**src/rtl/mac_seq.sv**
```systemverilog
// Operand sequencer for the mac block: clears the MAC, streams one operand pair per
// cycle into it, then captures {acc, of, len, trunc} onto a valid/ready result port.
module mac_seq #(
  parameter int DW      = 8,
  parameter int AW      = 16,
  parameter int MAX_LEN = 16,
  parameter int LW      = $clog2(MAX_LEN+1)
) (
  input  logic          clk,
  input  logic          r_n,
  input  logic          s_valid,
  output logic          s_ready,
  input  logic [DW-1:0] s_a,
  input  logic [DW-1:0] s_b,
  input  logic          s_last,
  output logic          mac_r,
  output logic [DW-1:0] mac_a,
  output logic [DW-1:0] mac_b,
  input  logic [AW-1:0] mac_acc,
  input  logic          mac_of,
  output logic          m_valid,
  input  logic          m_ready,
  output logic [AW-1:0] m_acc,
  output logic          m_of,
  output logic [LW-1:0] m_len,
  output logic          m_trunc
);

  typedef enum logic [1:0] {S_IDLE, S_RUN, S_WAIT, S_OUT} state_t;

  state_t        state, state_nx;
  logic [LW-1:0] cnt;
  logic          trunc;
  logic          hs;
  logic          at_max;

  assign hs     = s_valid & s_ready;
  assign at_max = (cnt == LW'(MAX_LEN-1));

  // Idle lanes feed zeros so a gap in the stream adds nothing to the accumulator.
  assign mac_a = hs ? s_a : '0;
  assign mac_b = hs ? s_b : '0;

  always_comb begin
    state_nx = state;
    mac_r    = 1'b0;
    s_ready  = 1'b0;
    case (state)
      S_IDLE: begin
        mac_r = 1'b1;
        if (s_valid) state_nx = S_RUN;
      end
      S_RUN: begin
        s_ready = 1'b1;
        if (hs && (s_last || at_max)) state_nx = S_WAIT;
      end
      S_WAIT: state_nx = S_OUT;
      S_OUT:  if (m_ready) state_nx = S_IDLE;
      default: state_nx = S_IDLE;
    endcase
  end

  always_ff @(posedge clk or negedge r_n) begin
    if (!r_n) state <= S_IDLE;
    else      state <= state_nx;
  end

  always_ff @(posedge clk or negedge r_n) begin
    if (!r_n) begin
      cnt   <= '0;
      trunc <= 1'b0;
    end else begin
      case (state)
        S_IDLE: begin
          cnt   <= '0;
          trunc <= 1'b0;
        end
        S_RUN: if (hs) begin
          cnt <= cnt + LW'(1);
          if (at_max && !s_last) trunc <= 1'b1;
        end
        default: ;
      endcase
    end
  end

  // In WAIT the MAC has absorbed the final product, so its outputs are complete.
  always_ff @(posedge clk or negedge r_n) begin
    if (!r_n) begin
      m_valid <= 1'b0;
      m_acc   <= '0;
      m_of    <= 1'b0;
      m_len   <= '0;
      m_trunc <= 1'b0;
    end else begin
      if (state == S_WAIT) begin
        m_valid <= 1'b1;
        m_acc   <= mac_acc;
        m_of    <= mac_of;
        m_len   <= cnt;
        m_trunc <= trunc;
      end else if (state == S_OUT && m_ready) begin
        m_valid <= 1'b0;
      end
    end
  end

endmodule

```
**config.mk**
```make
export PLATFORM = sky130hd
export DESIGN_NAME = mac_seq
export DESIGN_NICKNAME = d
export VERILOG_FILES = /design/src/rtl/mac_seq.sv
export SDC_FILE = /design/constraint.sdc
export NUM_CORES = 1
export LEC_CHECK = 0
export ABC_CLOCK_PERIOD_IN_PS = 4330
export CORE_ASPECT_RATIO = 0.7
export CORE_MARGIN = 10
export CORE_UTILIZATION = 42
export DETAILED_ROUTE_END_ITERATION = 6
export GPL_ROUTABILITY_DRIVEN = 1
export GPL_TIMING_DRIVEN = 0
export MAX_ROUTING_LAYER = met4
export PLACE_DENSITY_LB_ADDON = 0.1
export SKIP_LAST_GASP = 1
export SYNTH_ARGS = -nofsm -noshare
export SYNTH_HDL_FRONTEND = slang
export SYNTH_SLANG_ARGS = --single-unit
```
**constraint.sdc**
```tcl
create_clock -name clk -period 4.33 [get_ports clk]
set_input_delay 0.433 -clock clk [delete_from_list [all_inputs] [get_ports clk]]
set_output_delay 0.433 -clock clk [all_outputs]
set_load 0.05 [all_outputs]
```
==> impl_metrics.json <==
{
  "r2r-start": "cnt[0]",
  "hpwl_mm": 3.71,
  "max_stage_delay_ps": 820,
  "finalCriticalPeriod_ps": 3000,
  "grt_overflow_total": 0,
  "startpoint": "state[1]",
  "post-route-util_pct": 69.7,
  "end_kind": "output pin",
  "synth.distinct_cells": 30,
  "wl_per_cell_um": 17.3,
  "crit_path_cell_trace": "inv_1 -> ha_1 -> buf_4 -> clkbuf_1 -> and3_1 -> clkdlybuf4s50_1",
  "die_w_um": 91.6,
  "synth_top_family_by_area": "multiplexers",
  "numCtsBuffers": 5,
  "die_y_um": 70.1,
  "rrSetupSlack_ps": 2310,
  "tightest_slew_ps": 707,
  "hp-class": "input port to asynchronous set/reset pin",
  "root_buffer": "clkbuf_8",
  "synthXorXnorAreaFrac_pct": 0.581,
  "fmax_ghz": 0.333,
  "rsz0062_at_grt": "false",
  "netlist_area_um2": 1510,
  "initial_core_util_pct": 43.2,
  "synthMuxAreaShare_pct": 18.2,
  "ir_worst_vdd_mv": 0.512,
  "post-route-period-util_pct": 69.3,
  "post-cts-setup-buffers": 0,
  "run_status": "completed",
  "post_cts_resized": 0,
  "grt_max_degree": 33,
  "cellLeakagePower_nw": 1.09,
  "grt_pass1_vias": 1399,
  "final_nets": 252,
  "ys_warn_count": 0,
  "drive_gt1_share_pct": 10.6,
  "ff2ff_path_depth": 6,
  "final_hold_viol_count": 0,
  "maxSlewViolCount": 0,
  "htree_levels": 2,
  "syn-num-nets": 166,
  "dr.pass1.iters": 4,
  "start_kind": "flip-flop",
  "via_per_inst": 4.90,
  "core_area_um2": 3490,
  "rr_endpoint": "state[1]",
  "clkTransAtPathRegs_ps": 60,
  "syn_inst": 122,
  "clock_skew_ps": 2.10,
  "diodes": 0,
  "grt_use_total_pct": 14.6,
  "required_ps": 3900,
  "arrival_ps": 2570,
  "ant_nets": 0,
  "tritoncts": "done",
  "p_per_area_nw_per_um2": 749,
  "synth_seq_cells": 32,
  "nFillCells": 275,
  "ios": 80,
  "row_count": 18,
  "synth-compound-area-share_pct": 7.05,
  "crit_slowest_cell": "clkdlybuf4s50_1",
  "fin_area_um2": 2430,
  "drc": 0,
  "ys_seq_area_share_pct": 53.1,
  "slew_headroom_pct": 52.9,
  "port_buffers": 79,
  "gp_congestion": 0.848,
  "worst-path-max-fanout": 10,
  "area_delta_synth_final_pct": 61.4,
  "dr_total_vias": 1263,
  "clk_latency_ps": 270,
  "critPathCapture": "mac_b[3]",
  "synthAdderAreaFrac_pct": 4.98,
  "cap_viol_max_count": 0,
  "finalSetupViolCount": 0,
  "crit_type": "flip-flop to output pin",
  "dieArea_um2": 6420,
  "antenna_found_initial": 0,
  "synth-simple-area-share_pct": 11.9,
  "placed_cell_area_um2": 2360,
  "wirelength_mm": 4.46,
  "grt_pass1_wl_mm": 7.38,
  "cts.sink_count": 32,
  "cts_hold_buf": 0,
  "syn_avg_cell_area_um2": 12.4,
  "drt_iter0_drc": 68,
  "final.setup.tns_ps": 0,
  "clock_path_buffers": 2
}
metal layers:
layer | routed length (µm) | vias up | GRT usage, %
met5 | 0 | - | -
met3 | 254 | 0 | 4.06
met4 | 0 | 0 | 2.95
met1 | 1810 | 620 | 16.2
li1 | - | 599 | -
met2 | 2400 | 44 | 25.6
placed cells by master (no fill, tap or decap), drive strengths merged:
| cell type | Yosys | routed |
|---|---|---|
| o221ai | 1 | 1 |
| mux2 | 24 | 24 |
| o2111ai | 1 | 1 |
| a21o | 1 | 1 |
| nand3 | 1 | 1 |
| nand2 | 3 | 3 |
| dfrtp | 32 | 32 |
| clkinv | 0 | 1 |
| a21boi | 2 | 2 |
| buf | 4 | 5 |
| nand4 | 1 | 1 |
| ha | 6 | 6 |
| a21oi | 2 | 2 |
| a32o | 1 | 1 |
| nand2b | 2 | 2 |
| a31oi | 1 | 1 |
| o21ai | 5 | 5 |
| nor2 | 3 | 3 |
| nand3b | 1 | 1 |
| clkbuf | 4 | 10 |
| inv | 7 | 7 |
| and3 | 17 | 17 |
| or3b | 1 | 1 |
| xor2 | 1 | 1 |
| o2bb2ai | 1 | 1 |
| clkdlybuf4s50 | 0 | 78 |
cells in the mapped netlist:
master      n  area [µm²]
a21boi_0    1        7.51
a21boi_1    1        7.51
a21o_1      1        7.51
a21oi_1     2        10.0
a31oi_1     1        6.26
a32o_1      1        10.0
and3_1     17         106
buf_2       3        15.0
buf_4       1        7.51
clkbuf_1    4        15.0
dfrtp_1    32         801
ha_1        6        75.1
inv_1       7        26.3
mux2_1     16         180
mux2_2      7        78.8
mux2_4      1        15.0
nand2_1     3        11.3
nand2b_1    2        12.5
nand3_1     1        5.00
nand3b_1    1        7.51
nand4_1     1        6.26
nor2_1      2        7.51
nor2_4      1        11.3
o2111ai_1   1        8.76
o21ai_0     3        15.0
o21ai_1     2        10.0
o221ai_2    1        15.0
o2bb2ai_1   1        8.76
or3b_4      1        11.3
xor2_1      1        8.76
worst max-delay path, delay by kind of cell, from the launching register on:
family / cells / cell delay (ps)
and+or+nand+nor: 1 / 220
DFF: 1 / 420
buffers and inverters: 4 / 1430
adders and majority gates: 1 / 220
area by class of cell:
| cell class | instances | area, µm² | share of cell area (%) |
|---|---|---|---|
| Clock inverter | 1 | 5.00 | 0.206 |
| Buffer | 8 | 37.5 | 1.54 |
| Inverter | 7 | 26.3 | 1.08 |
| Timing Repair Buffer | 79 | 786 | 32.3 |
| Sequential cell | 32 | 801 | 32.9 |
| Clock buffer | 6 | 72.6 | 2.98 |
| Tap cell | 50 | 62.6 | 2.57 |
| Multi-Input combinational cell | 75 | 643 | 26.4 |
stage by stage:
step	hold WS [ps]	power [W]	std cells	setup WS (ps)
finish	210	0.00182	258	1330
CTS	490	0.00185	258	1300
floorplan	137	0.00124	122	1990
global route	253	0.00193	258	1170
global placement	459	0.00159	251	1520
detailed placement	475	0.00163	251	1430
flip-flops by register name, summed over array words and instances (netlist names):
register and count:
m_of 1, state 2, cnt 5, m_len 5, m_trunc 1, m_acc 16, m_valid 1, trunc 1
kinds of logic (layout without fill, tap and decap cells):
| family | after synthesis | after routing |
|---|---|---|
| DFF | 32 | 32 |
| and+or+nand+nor | 29 | 29 |
| muxes | 24 | 24 |
| AOI/OAI and AO/OA | 15 | 15 |
| buffers and inverters | 15 | 101 |
| adders and majority gates | 6 | 6 |
| xor gates and xnor gates | 1 | 1 |
how the worst min path moves through the flow:
stage	to	startpoint	slack (ps)	depth (start not counted)
floorplan	cnt[0]	r_n	140	0
global placement	m_valid	m_valid	460	1
detailed placement	m_acc[7]	m_acc[7]	480	1
CTS	m_acc[7]	m_acc[7]	490	1
global route	m_of	r_n	250	1
finish	m_acc[9]	r_n	210	1
power by group:
part	internal, W	switching (W)
registers	0.000413	0.0000630
logic	0.000426	0.000715
clock network	0.000109	0.0000972
total	0.000948	0.000875
Note: power is estimated with default switching activity, not from simulation.
